--- src/rtl/x_design_pkg.sv ---
// Shared constants and types for the x_design clock-domain crossing demonstrator.
// Build option: define XDESIGN_SYNC3_EN to use 3-stage req/ack synchronisers (default is 2).
package x_design_pkg;

    // Default data width of the operand buses, the phase buses and both outputs
    localparam int DEFAULT_BW = 64;

    // Depth of the req and ack synchronisers
`ifdef XDESIGN_SYNC3_EN
    localparam int SYNC_STAGES = 3;
`else
    localparam int SYNC_STAGES = 2;
`endif

    // One data word at the default width
    typedef logic [DEFAULT_BW-1:0] word_t;

endpackage

--- src/rtl/x_design_sync.sv ---
// Single-bit multi-stage synchroniser that advances only on its domain's clock-enable tick.
// Build option: the depth comes from SYNC_STAGES, which is 3 when XDESIGN_SYNC3_EN is defined.
module x_design_sync
    import x_design_pkg::*;
#(
    parameter int STAGES = SYNC_STAGES
) (
    input  logic clk,
    input  logic rst,
    input  logic ce,
    input  logic d,
    output logic q
);

    logic [STAGES-1:0] stg;

    // Shift the incoming level one stage per tick of the receiving domain
    always_ff @(posedge clk or posedge rst) begin
        if (rst) begin
            stg <= '0;
        end else if (ce) begin
            stg <= {stg[STAGES-2:0], d};
        end
    end

    assign q = stg[STAGES-1];

endmodule

--- src/rtl/x_design.sv ---
// Two-domain crossing demonstrator. A word f = (aaa & bbb) | (ccc ^ eee) is built in domain 0
// and handed to domain 1 twice: qbad samples the domain-0 register directly (may tear),
// qgood is loaded through a toggle request/acknowledge handshake (always coherent).
// The domains are clock-enable ticks derived from rising edges of clk0[0] / clk1[0].
// Build option: define XDESIGN_SYNC3_EN for 3-stage synchronisers (qgood one ce1 tick later).
//
// Handshake: domain 0 owns req and hold. When its synchronised copy of ack equals req the
// channel is idle: it captures f into hold and toggles req. Domain 1 sees the synchronised req
// differ from seen, copies hold into qgood and sets seen (= ack) to match. hold is never written
// while req != ack_s, so domain 1 always reads a stable hold.
module x_design
    import x_design_pkg::*;
#(
    parameter int BW = DEFAULT_BW
) (
    input  logic          clk,
    input  logic          rst,
    input  logic [BW-1:0] aaa,
    input  logic [BW-1:0] bbb,
    input  logic [BW-1:0] ccc,
    input  logic [BW-1:0] eee,
    input  logic [BW-1:0] clk0,
    input  logic [BW-1:0] clk1,
    output logic [BW-1:0] qbad,
    output logic [BW-1:0] qgood
);

    // Only bit 0 of each phase bus carries the domain clock level
    logic unused_phase_bits;
    assign unused_phase_bits = ^{clk0[BW-1:1], clk1[BW-1:1]};

    logic          p0_d;
    logic          p1_d;
    logic          ce0;
    logic          ce1;
    logic [BW-1:0] f;
    logic [BW-1:0] r0;
    logic [BW-1:0] hold;
    logic          req;
    logic          seen;
    logic          ack;
    logic          req_s;
    logic          ack_s;

    // Remember last phase levels so a rising level change becomes a one-cycle tick
    always_ff @(posedge clk or posedge rst) begin
        if (rst) begin
            p0_d <= 1'b0;
            p1_d <= 1'b0;
        end else begin
            p0_d <= clk0[0];
            p1_d <= clk1[0];
        end
    end

    assign ce0 = clk0[0] & ~p0_d;
    assign ce1 = clk1[0] & ~p1_d;

    // Bitwise data function, no carries between bits
    assign f = (aaa & bbb) | (ccc ^ eee);

    // Domain 0: free-running data register plus snapshot capture when the channel is idle
    always_ff @(posedge clk or posedge rst) begin
        if (rst) begin
            r0   <= '0;
            hold <= '0;
            req  <= 1'b0;
        end else if (ce0) begin
            r0 <= f;
            if (ack_s == req) begin
                hold <= f;
                req  <= ~req;
            end
        end
    end

    // Domain 1: raw sample of r0 and handshake-protected load of the snapshot
    always_ff @(posedge clk or posedge rst) begin
        if (rst) begin
            qbad  <= '0;
            qgood <= '0;
            seen  <= 1'b0;
        end else if (ce1) begin
            qbad <= r0;
            if (req_s != seen) begin
                qgood <= hold;
                seen  <= req_s;
            end
        end
    end

    assign ack = seen;

    // Request crosses into domain 1
    x_design_sync #(
        .STAGES(SYNC_STAGES)
    ) u_req_sync (
        .clk (clk),
        .rst (rst),
        .ce  (ce1),
        .d   (req),
        .q   (req_s)
    );

    // Acknowledge crosses back into domain 0
    x_design_sync #(
        .STAGES(SYNC_STAGES)
    ) u_ack_sync (
        .clk (clk),
        .rst (rst),
        .ce  (ce0),
        .d   (ack),
        .q   (ack_s)
    );

endmodule

--- config.mk ---
export PLATFORM = sky130hd
export DESIGN_NAME = x_design
export DESIGN_NICKNAME = d
export VERILOG_FILES = /design/src/rtl/x_design_pkg.sv /design/src/rtl/x_design_sync.sv /design/src/rtl/x_design.sv
export SDC_FILE = /design/constraint.sdc
export NUM_CORES = 1
export LEC_CHECK = 0
export CORE_AREA = 2 2 202 204
export DETAILED_ROUTE_END_ITERATION = 8
export DIE_AREA = 0 0 204 206
export DONT_BUFFER_PORTS = 1
export GPL_TIMING_DRIVEN = 0
export HOLD_SLACK_MARGIN = 0.15
export PLACE_DENSITY = 0.42
export RECOVER_POWER = 50
export SYNTH_ARGS = -nofsm -noshare
export SYNTH_HDL_FRONTEND = slang
export SYNTH_SLANG_ARGS = --single-unit
--- constraint.sdc ---
create_clock -name clk -period 12 [get_ports clk]
set_input_delay 0.6 -clock clk [delete_from_list [all_inputs] [get_ports clk]]
set_output_delay 0.6 -clock clk [all_outputs]
set_load 0.02 [all_outputs]
# Yosys cells after proc, flatten, opt, wreduce, memory -nomap -nowiden
# Cells that the tools add are included.
[op_classes] reduce_logical=2 n_eq_ne=2 bitwise_logic=8
[op_table] cell="64-bit bitwise AND" n=1
[op_table] cell="64-bit OR" n=1
[op_table] cell="64-bit XOR" n=1
[op_table] cell="2-bit AND reduction" n=2
[op_table] cell="1-bit NOT" n=3
[op_table] cell="1-bit bitwise AND" n=2
[op_table] cell="1-bit equality test" n=1
[op_table] cell="1-bit inequality test" n=1
[totals] word_cells=22 regBits=264 in_bits=386

# Longest topological paths before layout
# Gate-level depths: netlist of the first run.
[depth] depth_word=3 mapped_depth=6

# Cells and area by module
# From an unflattened synthesis of the first run, not the netlist that was laid out.
[hier_totals] hier_cells=964 area_unflattened_um2=10869.2
[modules_own_cells] module="x_design" cells_per_inst=954 instances=1 area_each_um2=10716.5
[modules_own_cells] module="x_design_sync" cells_per_inst=5 instances=2 area_each_um2=76.3

# Least setup slack after synthesis of the first run
# OpenSTA, ideal clock, no wires.
[synth_timing] path_kind="input to register" start="input port clk0[0]" end="register hold[0]" cell_stages=5 path_slack_ns=10.324 t_required_ns=11.875 arrival_time_ns=1.551 path_cell_list="nand2b_1 buf_6 nor2_4 buf_4 mux2_2"
[synth_between] elab_chain_cells=2
[synth_rtl] element="start: declaration" line="x_design.sv:22" rtl="input logic [BW-1:0] clk0,"
[synth_rtl] element="1-bit bitwise AND" line="x_design.sv:56" rtl="assign ce0 = clk0[0] & ~p0_d;"
[synth_rtl] element="2-bit AND reduction (no source line)"
[synth_rtl] element="end signal: assignment" line="x_design.sv:66" rtl="hold <= '0;"
[synth_rtl] element="end signal: assignment" line="x_design.sv:71" rtl="hold <= f;"
[synth_rtl] element="end: declaration" line="x_design.sv:38" rtl="logic [BW-1:0] hold;"
# No other way between the ends.
# A chain may end at the register's enable or synchronous reset.

==> results of run 1 <==
## sequential cells by signal (all words and copies together) (netlist names), 2 cells and up
signal,count
u_req_sync.stg,2
qgood,64
r0,64
hold,64
qbad,64
u_ack_sync.stg,2
## area by class of cell
type	instances	area share, %
clock buffers	47	7.229
inverters	1	0.03907
repair buffers	5	0.6643
plain buffers	29	2.022
clock inverters	1	0.05861
well taps	532	5.197
flip-flops and latches	264	51.58
multi-input cells	461	33.21
## stage by stage
stage          power, mW  util [%]  cells  worst slack [ns]  cell area (um2)
5_1_grt            3.378     31.88   1340             8.766            12810
3_5_place_dp       2.360     29.62   1289             9.861            11900
3_3_place_gp       2.340     29.47   1287            0.3532            11840
6_report           3.185     31.88   1340             9.161            12810
4_1_cts            3.268     32.02   1340             10.03            12870
2_1_floorplan      2.160         -    755             4.131            11170
## kinds of logic (layout without fill, tap and decap cells)
group           Yosys count  after routing
compound gates            1              1
xor+xnor                 66             66
simple gates            133            133
flops                   264            264
mux                     261            261
buf+inv                  30             83
## Yosys cell counts
cell type	count
dfrtp_1	264
buf_12	7
nand2_1	129
mux2_2	197
inv_1	1
buf_2	10
nand2b_1	2
nand2b_4	1
mux2_4	60
xnor2_1	64
xor2_1	2
buf_6	5
clkbuf_1	1
mux2_1	4
nor2_4	1
o21ai_0	1
buf_4	6
## metal layers
metal	GRT usage, %	routed length (um)	vias to the layer above
li1	-	-	2642
met1	15.85	11180	2936
met2	18.22	11250	243
met3	4.273	2520	35
met4	3.830	538	0
met5	0	0	-
## worst register-to-register path: stages, from the launching register on
cell and delay [ns]:
dfrtp_1 0.35, nand2b_1 0.13, clkbuf_1 0.21, nor2_1 1.11, buf_4 0.44, mux2_2 0.37
## report_power, final
part	internal, mW	leakage (nW)	switching (mW)
registers	1.22	2.96	0.453
logic	0.432	1.94	0.205
clock network	0.520	0.455	0.354
total	2.17	5.36	1.01
## path summary, 6_finish.rpt
path | start | endpoint | slack [ns]
worst max-delay path | rst | hold[57] | 9.16
worst min-delay path | bbb[29] | r0[29] | 0.30
worst max register to register | p0_d | hold[4] | 9.28
worst min register to register | hold[22] | hold[22] | 0.49
max in group clk | p0_d | hold[4] | 9.28
min in group asynchronous | rst | qbad[20] | 1.38
==> flow_metrics.py, run 1 <==
metrics = {
    "floorplan": {
        "initial_core_util_pct": 27.81,
        "ios": 514,
        "die_h_um": 206,
        "rows": 74,
        "die_area_um2": 42020,
        "die_w_um": 204,
        "coreArea_um2": 40180,
    },
    "critical_path": {
        "critical_path.max_fanout": 97,
        "worst_setup_path_end_kind": "asynchronous set/reset pin",
        "path_delay_family": "buffers and inverters",
        "slowest_stage": "clkinvlp_2",
        "crit_cells": 3,
        "r2r_cells": 5,
        "cpPeakStageDelay_ns": 1.72,
        "worstPathRequired_ns": 12.64,
        "worst-path-buf-inv": 3,
        "arrival_ns": 3.48,
        "path_cells": "dlygate4sd3_1 -> clkinvlp_2 -> buf_16",
        "critPathKind": "in -> async",
        "cp-start-kind": "input pin",
    },
    "synthesis": {
        "syn_nets": 1141,
        "ys_ff_latch": 264,
        "synth_cells": 755,
        "synth.top_cells.by_area": "dfrtp_1 (59%), mux2_2 (20%), mux2_4 (8.1%), xnor2_1 (5.0%), nand2_1 (4.3%)",
        "ys_seq_area_share_pct": 59.12,
        "synth_area_leader_cell": "dfrtp_1",
        "synthXorXnorAreaFrac_pct": 5.173,
        "synth_top_family_by_area": "multiplexers",
        "yosysUniqueCellTypes": 17,
        "synth_compound_area_share_pct": 0.04479,
        "netlist_area_um2": 11170,
        "synth_fa_ha_area_share_pct": 0,
        "muxShareOfSynthArea_pct": 28.32,
        "synth_top_area_share_pct": 59.12,
        "yosys.area_share.simple_pct": 4.669,
        "avgSynthCellArea_um2": 14.80,
        "ys_warn_count": 0,
    },
    "grt": {
        "grt_pass1_vias": 5943,
        "grt_max_degree": 107,
        "antenna_found_initial": 0,
        "grt_remaining_overflow": 0,
        "grt_pass1_wl_um": 38010,
        "grtUsageTotal_pct": 11.97,
    },
    "sta": {
        "fmax_mhz": 352.3,
        "rsz0062_at_grt": "no",
        "hold_ws_ns": 0.3021,
        "relSlewSlack_pct": -103.8,
        "setup_tns_ns": 0,
        "timing.final.crit_period_ns": 2.839,
        "hold_viol_final": 0,
        "post-route-period-util_pct": 23.66,
        "finalClockSkew_ns": 0.007311,
        "finalSetupViolations": 0,
        "worstMarginPinSlew_ns": 3.040,
        "final-max-slew-violation-count": 62,
    },
    "clock_network": {
        "clkLatencyLatePin_ns": 0.56,
        "cts.hold.buffers_added": 3,
        "cts.clk_slew.worst_paths_ns": 0.06,
        "numCtsBuffers": 31,
        "post_cts_resized": 0,
        "htree_num_levels": 1,
        "post_cts_buffers": 0,
        "cts.path.max_buffers": 3,
        "clock_sinks": 264,
        "cts_tree": "yes",
        "root_buffer": "clkbuf_16",
    },
    "drt": {
        "drt_iter0_markers": 115,
        "antenna_left": 0,
        "post-route-drc-count": 0,
        "post_drt_wl_per_cell_um": 19.02,
        "drt_wl_total_um": 25490,
        "routed_via_density": 4.370,
        "num_vias": 5856,
        "dr.pass1.iters": 4,
    },
    "placed_design": {
        "hpwl_um": 17870,
        "place_congestion": 0.6735,
        "io_buffers": 0,
    },
    "final_layout": {
        "multi_input_area_um2": 4254,
        "drive_gt1_share_pct": 39.23,
        "nets": 1179,
        "fillers": 4023,
        "final-seq-area_um2": 6606,
        "layout_commonest_cell": "dfrtp_1",
        "syn_to_final_growth_pct": 14.62,
        "final_cell_mix": "dfrtp_1 (264), mux2_2 (197), nand2_1 (129)",
        "diodes": 0,
    },
    "hold_path": {
        "min_path_cells": 3,
        "hp-class": "in -> reg",
    },
    "power": {
        "p_leak_nw": 5.358,
        "ir_drop_mv": 0.1114,
        "power_density_nw_per_um2": 248.7,
    },
    "flow_run": {
        "cap_violations": 1,
    },
    "outcome": {
        "status": "finished with violations",
        "violations": "capacitance limit, slew limit",
    },
}
Note: power is estimated with default switching activity, not from simulation.
==> run 2: changes to the inputs <==
- CORE_AREA: 2 2 202 204 -> 2 2 197 199
- DIE_AREA: 0 0 204 206 -> 0 0 199 201
- PLACE_DENSITY: 0.42 -> 0.45
- clock period: 12 -> 2.45 ns (I/O delays scaled with it)
==> run 2 against run 1 <==
The flow now finishes without violations; clock-buffer cell count up 1; critical path depth rose by 4; non-clock buffer count grew 202; final cell count rose by 14%; worst setup slack lost 8.8 ns; clock power rose to 5.1 times the previous value; total power grew to 5.0 times the previous value; hold slack better by 0.038 ns.
==> flow_metrics.py, run 2 (same netlist as run 1, synthesis figures left out) <==
metrics = {
    "placed_design": {
        "io_buffers": 0,
        "hpwl_um": 17790,
        "pre_cts_ws_ns": 0.4756,
        "place_congestion": 0.6642,
    },
    "final_layout": {
        "layout_commonest_cell": "dfrtp_1",
        "drive_gt1_share_pct": 33.46,
        "nets": 1381,
        "final_cell_mix": "dfrtp_1 (264), dlygate4sd3_1 (199), mux2_2 (197)",
        "diodes": 0,
        "syn_to_final_growth_pct": 33.19,
    },
    "critical_path": {
        "critical_path.max_fanout": 10,
        "worstPathRequired_ns": 2.89,
        "slowest_stage": "dlygate4sd3_1",
        "cpPeakStageDelay_ns": 0.59,
        "critPathKind": "in -> reg",
        "path_cells": "dlygate4sd3_1 -> dlygate4sd3_1 -> nand2b_1 -> buf_6 -> nor2_4 -> buf_4 -> mux2_2",
        "worst_setup_path_end_kind": "register",
        "arrival_ns": 2.57,
        "crit_top_cell": "dlygate4sd3_1",
        "cp-start-kind": "input pin",
    },
    "clock_network": {
        "cts_tree": "yes",
        "clkLatencyLatePin_ns": 0.56,
        "cts.path.max_buffers": 3,
        "numCtsBuffers": 31,
        "post_cts_buffers": 0,
        "clock_sinks": 264,
        "post_cts_resized": 0,
        "htree_num_levels": 1,
        "cts.clk_slew.worst_paths_ns": 0.06,
        "root_buffer": "clkbuf_16",
    },
    "power": {
        "power_density_nw_per_um2": 1080,
        "p_leak_nw": 6.132,
        "p_seq_share_pct": 51.0,
        "p_sw_share_pct": 31.43,
        "clkPwrFrac_pct": 27.6,
        "combPwrFrac_pct": 21.5,
        "p_sw_mw": 5.054,
        "intPower_mw": 11.03,
        "ir_drop_mv": 0.5059,
    },
    "drt": {
        "post-route-drc-count": 0,
        "drt_wl_total_um": 26610,
        "drt_iter0_markers": 132,
        "dr.pass1.iters": 4,
        "routed_via_density": 4.347,
        "post_drt_wl_per_cell_um": 17.34,
        "num_vias": 6669,
        "antenna_left": 0,
    },
    "sta": {
        "worstMarginPinSlew_ns": 0.7986,
        "timing.final.crit_period_ns": 2.122,
        "rsz0062_at_grt": "no",
        "fmax_mhz": 471.3,
        "finalClockSkew_ns": 0.01111,
        "hold_ws_ns": 0.3400,
        "final-max-slew-violation-count": 0,
        "post-route-period-util_pct": 86.61,
        "relSlewSlack_pct": 46.76,
        "setup_slack_ns": 0.3281,
        "hold_viol_final": 0,
        "finalSetupViolations": 0,
    },
    "floorplan": {
        "ios": 514,
        "die_w_um": 199,
        "die_h_um": 201,
        "die_area_um2": 40000,
        "rows": 72,
        "coreArea_um2": 38110,
        "initial_core_util_pct": 29.32,
    },
    "grt": {
        "grtUsageTotal_pct": 13.34,
        "grt_remaining_overflow": 0,
        "antenna_found_initial": 0,
        "grt_max_degree": 40,
        "grt_pass1_vias": 7264,
        "grt_pass1_wl_um": 41430,
    },
    "outcome": {
        "status": "complete, no violations",
    },
    "hold_path": {
        "hp-class": "in -> reg",
    },
    "flow_run": {
        "cap_violations": 0,
    },
}
-- run 2: repair_timing --
action / 4_1_cts / 5_1_grt
endpoints found under the setup margin: 0 / 0
hold endpoints to repair: 255 / 1
hold buffers: 198 / 1
-- run 2: cell type report --
type                            count  area (um2)
Buffer                             29       280.3
Clock buffer                       48       919.6
Clock inverter                      6       55.05
Fill cell                        3626       23220
Inverter                            1       5.005
Multi-Input combinational cell    461        4262
Sequential cell                   264        6606
Tap cell                          518       648.1
Timing Repair Buffer              207        2107
-- run 2: power groups by stage --
| stage | clock [mW] | sequential (mW) | combinational, mW |
|---|---|---|---|
| after detailed placement | 0 | 8.32 | 3.24 |
| after global routing | 4.81 | 8.47 | 3.79 |
| after floorplan | 0 | 7.78 | 2.80 |
| after CTS | 4.61 | 8.26 | 3.58 |
| after global placement | 0 | 8.32 | 3.14 |
| final | 4.44 | 8.19 | 3.45 |
-- run 2: through the flow --
step,utilization (%),power (mW),instances,cell area [um2],setup TNS (ns)
global placement,31.03,11.45,1273,11830,-779.26
finish,39.06,16.08,1534,14880,0
CTS,39.21,16.45,1533,14940,0
global route,39.06,17.08,1534,14880,0
detailed placement,31.46,11.56,1281,11990,0
floorplan,-,10.58,755,11180,-305.19
-- run 2: worst max-delay path: cells and delay by family --
family	cells	cell delay (ns)
buffers and inverters	4	1.61
AND/OR/NAND/NOR	2	0.47
multiplexers	1	0.36
-- run 2: final timing paths --
path                        endpoint  slack (ns)  depth (start not counted)      from
max in group asynchronous    hold[1]        0.43                          7       rst
hold / removal              qbad[25]        0.34                          4   clk1[0]
setup / recovery             hold[1]        0.33                          7   clk0[0]
hold reg to reg             hold[50]        0.49                          1  hold[50]
setup reg to reg           qgood[47]        0.48                          6      p1_d
min in group asynchronous   hold[15]        0.66                          4       rst
-- run 2: routing by layer --
metal  GRT usage [%]  up-vias  part of all wire (%)  wire length [um]
met5               0        -                     0                 0
met1           16.11     3321                    41             10830
met3           5.460       41                   9.9              2627
li1                -     3060                     -                 -
met2           22.09      247                    47             12560
met4           3.225        0                   2.2               584
==> run 3: changes to the inputs <==
- CORE_AREA: 2 2 197 199 -> 2 2 202 204
- DIE_AREA: 0 0 199 201 -> 0 0 204 206
- PLACE_DENSITY: 0.45 -> 0.42
- SKIP_CTS_REPAIR_TIMING: unset -> 1
- clock period: 2.45 -> 2.5 ns (I/O delays scaled with it)
==> run 3 against run 2 <==
Core utilization decreased by 1.9 points; hold slack lost 0.19 ns; final cell count up 0.78%; routed wire length is 2.5% higher; critical path depth shrank 2; clock power decreased by 1%; via count fell by 0.82%; critical endpoint is now qbad[4]; the run now ends with capacitance limit, slew limit left; sequential power fell by 2%; die area up 5.1%; clock-buffer cell count increased by 1; global-route usage shrank 1.3 points; worst setup slack gained 0.25 ns.
==> flow_metrics.py, run 3 (same netlist as run 1, synthesis figures left out) <==
metrics = {
    "outcome": {
        "status": "finished with violations",
        "violations": "capacitance limit, slew limit",
    },
    "critical_path": {
        "crit_start": "p1_d",
        "critPathKind": "reg -> reg",
        "cp-start-kind": "register",
        "worst_setup_path_end_kind": "register",
        "critical_path.max_fanout": 10,
        "worstPathRequired_ns": 2.94,
        "r2r-start": "p1_d",
        "arrival_ns": 2.36,
    },
    "placed_design": {
        "placedCellCount": 1294,
        "pre_cts_ws_ns": 0.5357,
        "place_congestion": 0.6776,
        "hpwl_um": 18120,
        "io_buffers": 0,
        "placedInstanceArea_um2": 11990,
    },
    "drt": {
        "antenna_left": 0,
        "num_vias": 6614,
        "post-route-drc-count": 0,
        "drt_wl_total_um": 27270,
        "routed_via_density": 4.278,
        "dr.pass1.iters": 4,
        "post_drt_wl_per_cell_um": 17.64,
        "drt_iter0_markers": 131,
    },
    "grt": {
        "antenna_found_initial": 0,
        "grt_remaining_overflow": 0,
        "grt_pass1_wl_um": 38470,
        "grt_pass1_vias": 6061,
        "grt_max_degree": 40,
        "grtUsageTotal_pct": 12.06,
    },
    "sta": {
        "rsz0062_at_grt": "no",
        "finalClockSkew_ns": 0.01530,
        "relSlewSlack_pct": -0.5274,
        "hold_viol_final": 0,
        "hold_ws_ns": 0.1520,
        "timing.final.crit_period_ns": 1.919,
        "setup_slack_ns": 0.5812,
        "worstMarginPinSlew_ns": 1.500,
        "final-max-slew-violation-count": 1,
        "finalSetupViolations": 0,
        "post-route-period-util_pct": 76.75,
        "fmax_mhz": 521.2,
        "setup_tns_ns": 0,
    },
    "clock_network": {
        "htree_num_levels": 1,
        "numCtsBuffers": 31,
        "cts.path.max_buffers": 3,
        "clock_sinks": 264,
        "clkLatencyLatePin_ns": 0.56,
        "cts.clk_slew.worst_paths_ns": 0.06,
        "root_buffer": "clkbuf_16",
        "cts_tree": "yes",
    },
    "power": {
        "p_leak_nw": 6.128,
        "power_density_nw_per_um2": 1064,
        "ir_drop_mv": 0.5063,
        "finalPower_mw": 15.87,
    },
    "floorplan": {
        "die_h_um": 206,
        "coreArea_um2": 40180,
        "rows": 74,
        "die_w_um": 204,
        "die_area_um2": 42020,
        "initial_core_util_pct": 27.81,
        "ios": 514,
    },
    "hold_path": {
        "hp-class": "in -> reg",
        "hold_start": "clk0[0]",
    },
    "final_layout": {
        "fillers": 3871,
        "nets": 1378,
        "diodes": 0,
        "fin_cells": 1546,
        "layout_commonest_cell": "dfrtp_1",
        "drive_gt1_share_pct": 33.14,
        "stdcell_area_um2": 14910,
        "syn_to_final_growth_pct": 33.47,
        "final_util_pct": 37.12,
        "final_cell_mix": "dfrtp_1 (264), mux2_2 (197), dlygate4sd3_1 (197)",
    },
    "flow_run": {
        "cap_violations": 1,
    },
}
run 3: final cells by class:
class	count	area [um2]	share of cell area [%]
Clock buffer	49	883.3	5.923
Buffer	29	295.3	1.980
Timing Repair Buffer	204	2107	14.13
Multi-Input combinational cell	461	4269	28.62
Inverter	1	5.005	0.03356
Tap cell	532	665.6	4.463
Sequential cell	264	6606	44.30
Clock inverter	6	82.58	0.5537
run 3: final timing paths:
path / slack [ns] / to / cells past startpoint
hold reg to reg: 0.49 / u_ack_sync.stg[1] / 1
hold / removal: 0.15 / hold[60] / 4
min in group asynchronous: 0.39 / qgood[18] / 2
setup / recovery: 0.58 / qbad[4] / 5
max in group asynchronous: 0.67 / hold[57] / 4
setup reg to reg: 0.58 / qbad[4] / 5
run 3: routing by layer:
layer | GRT usage [%] | routed length [um] | up-vias
li1 | - | - | 3048
met1 | 16.20 | 11990 | 3280
met2 | 18.38 | 12340 | 252
met3 | 4.178 | 2497 | 34
met4 | 3.442 | 443 | 0
met5 | 0 | 0 | -
run 3: power by group:
part,switching [mW],internal (mW),total [mW]
Combinational,1.06,2.37,3.44
Clock,1.78,2.60,4.38
Sequential,2.19,5.86,8.05
Total,5.03,10.8,15.9
run 3: worst max-delay path, stage by stage (launching register included):
cell and delay, ns:
dfrtp_1 0.32, nand2b_1 0.11, clkbuf_1 0.30, buf_2 0.42
buf_4 0.29, mux2_2 0.35
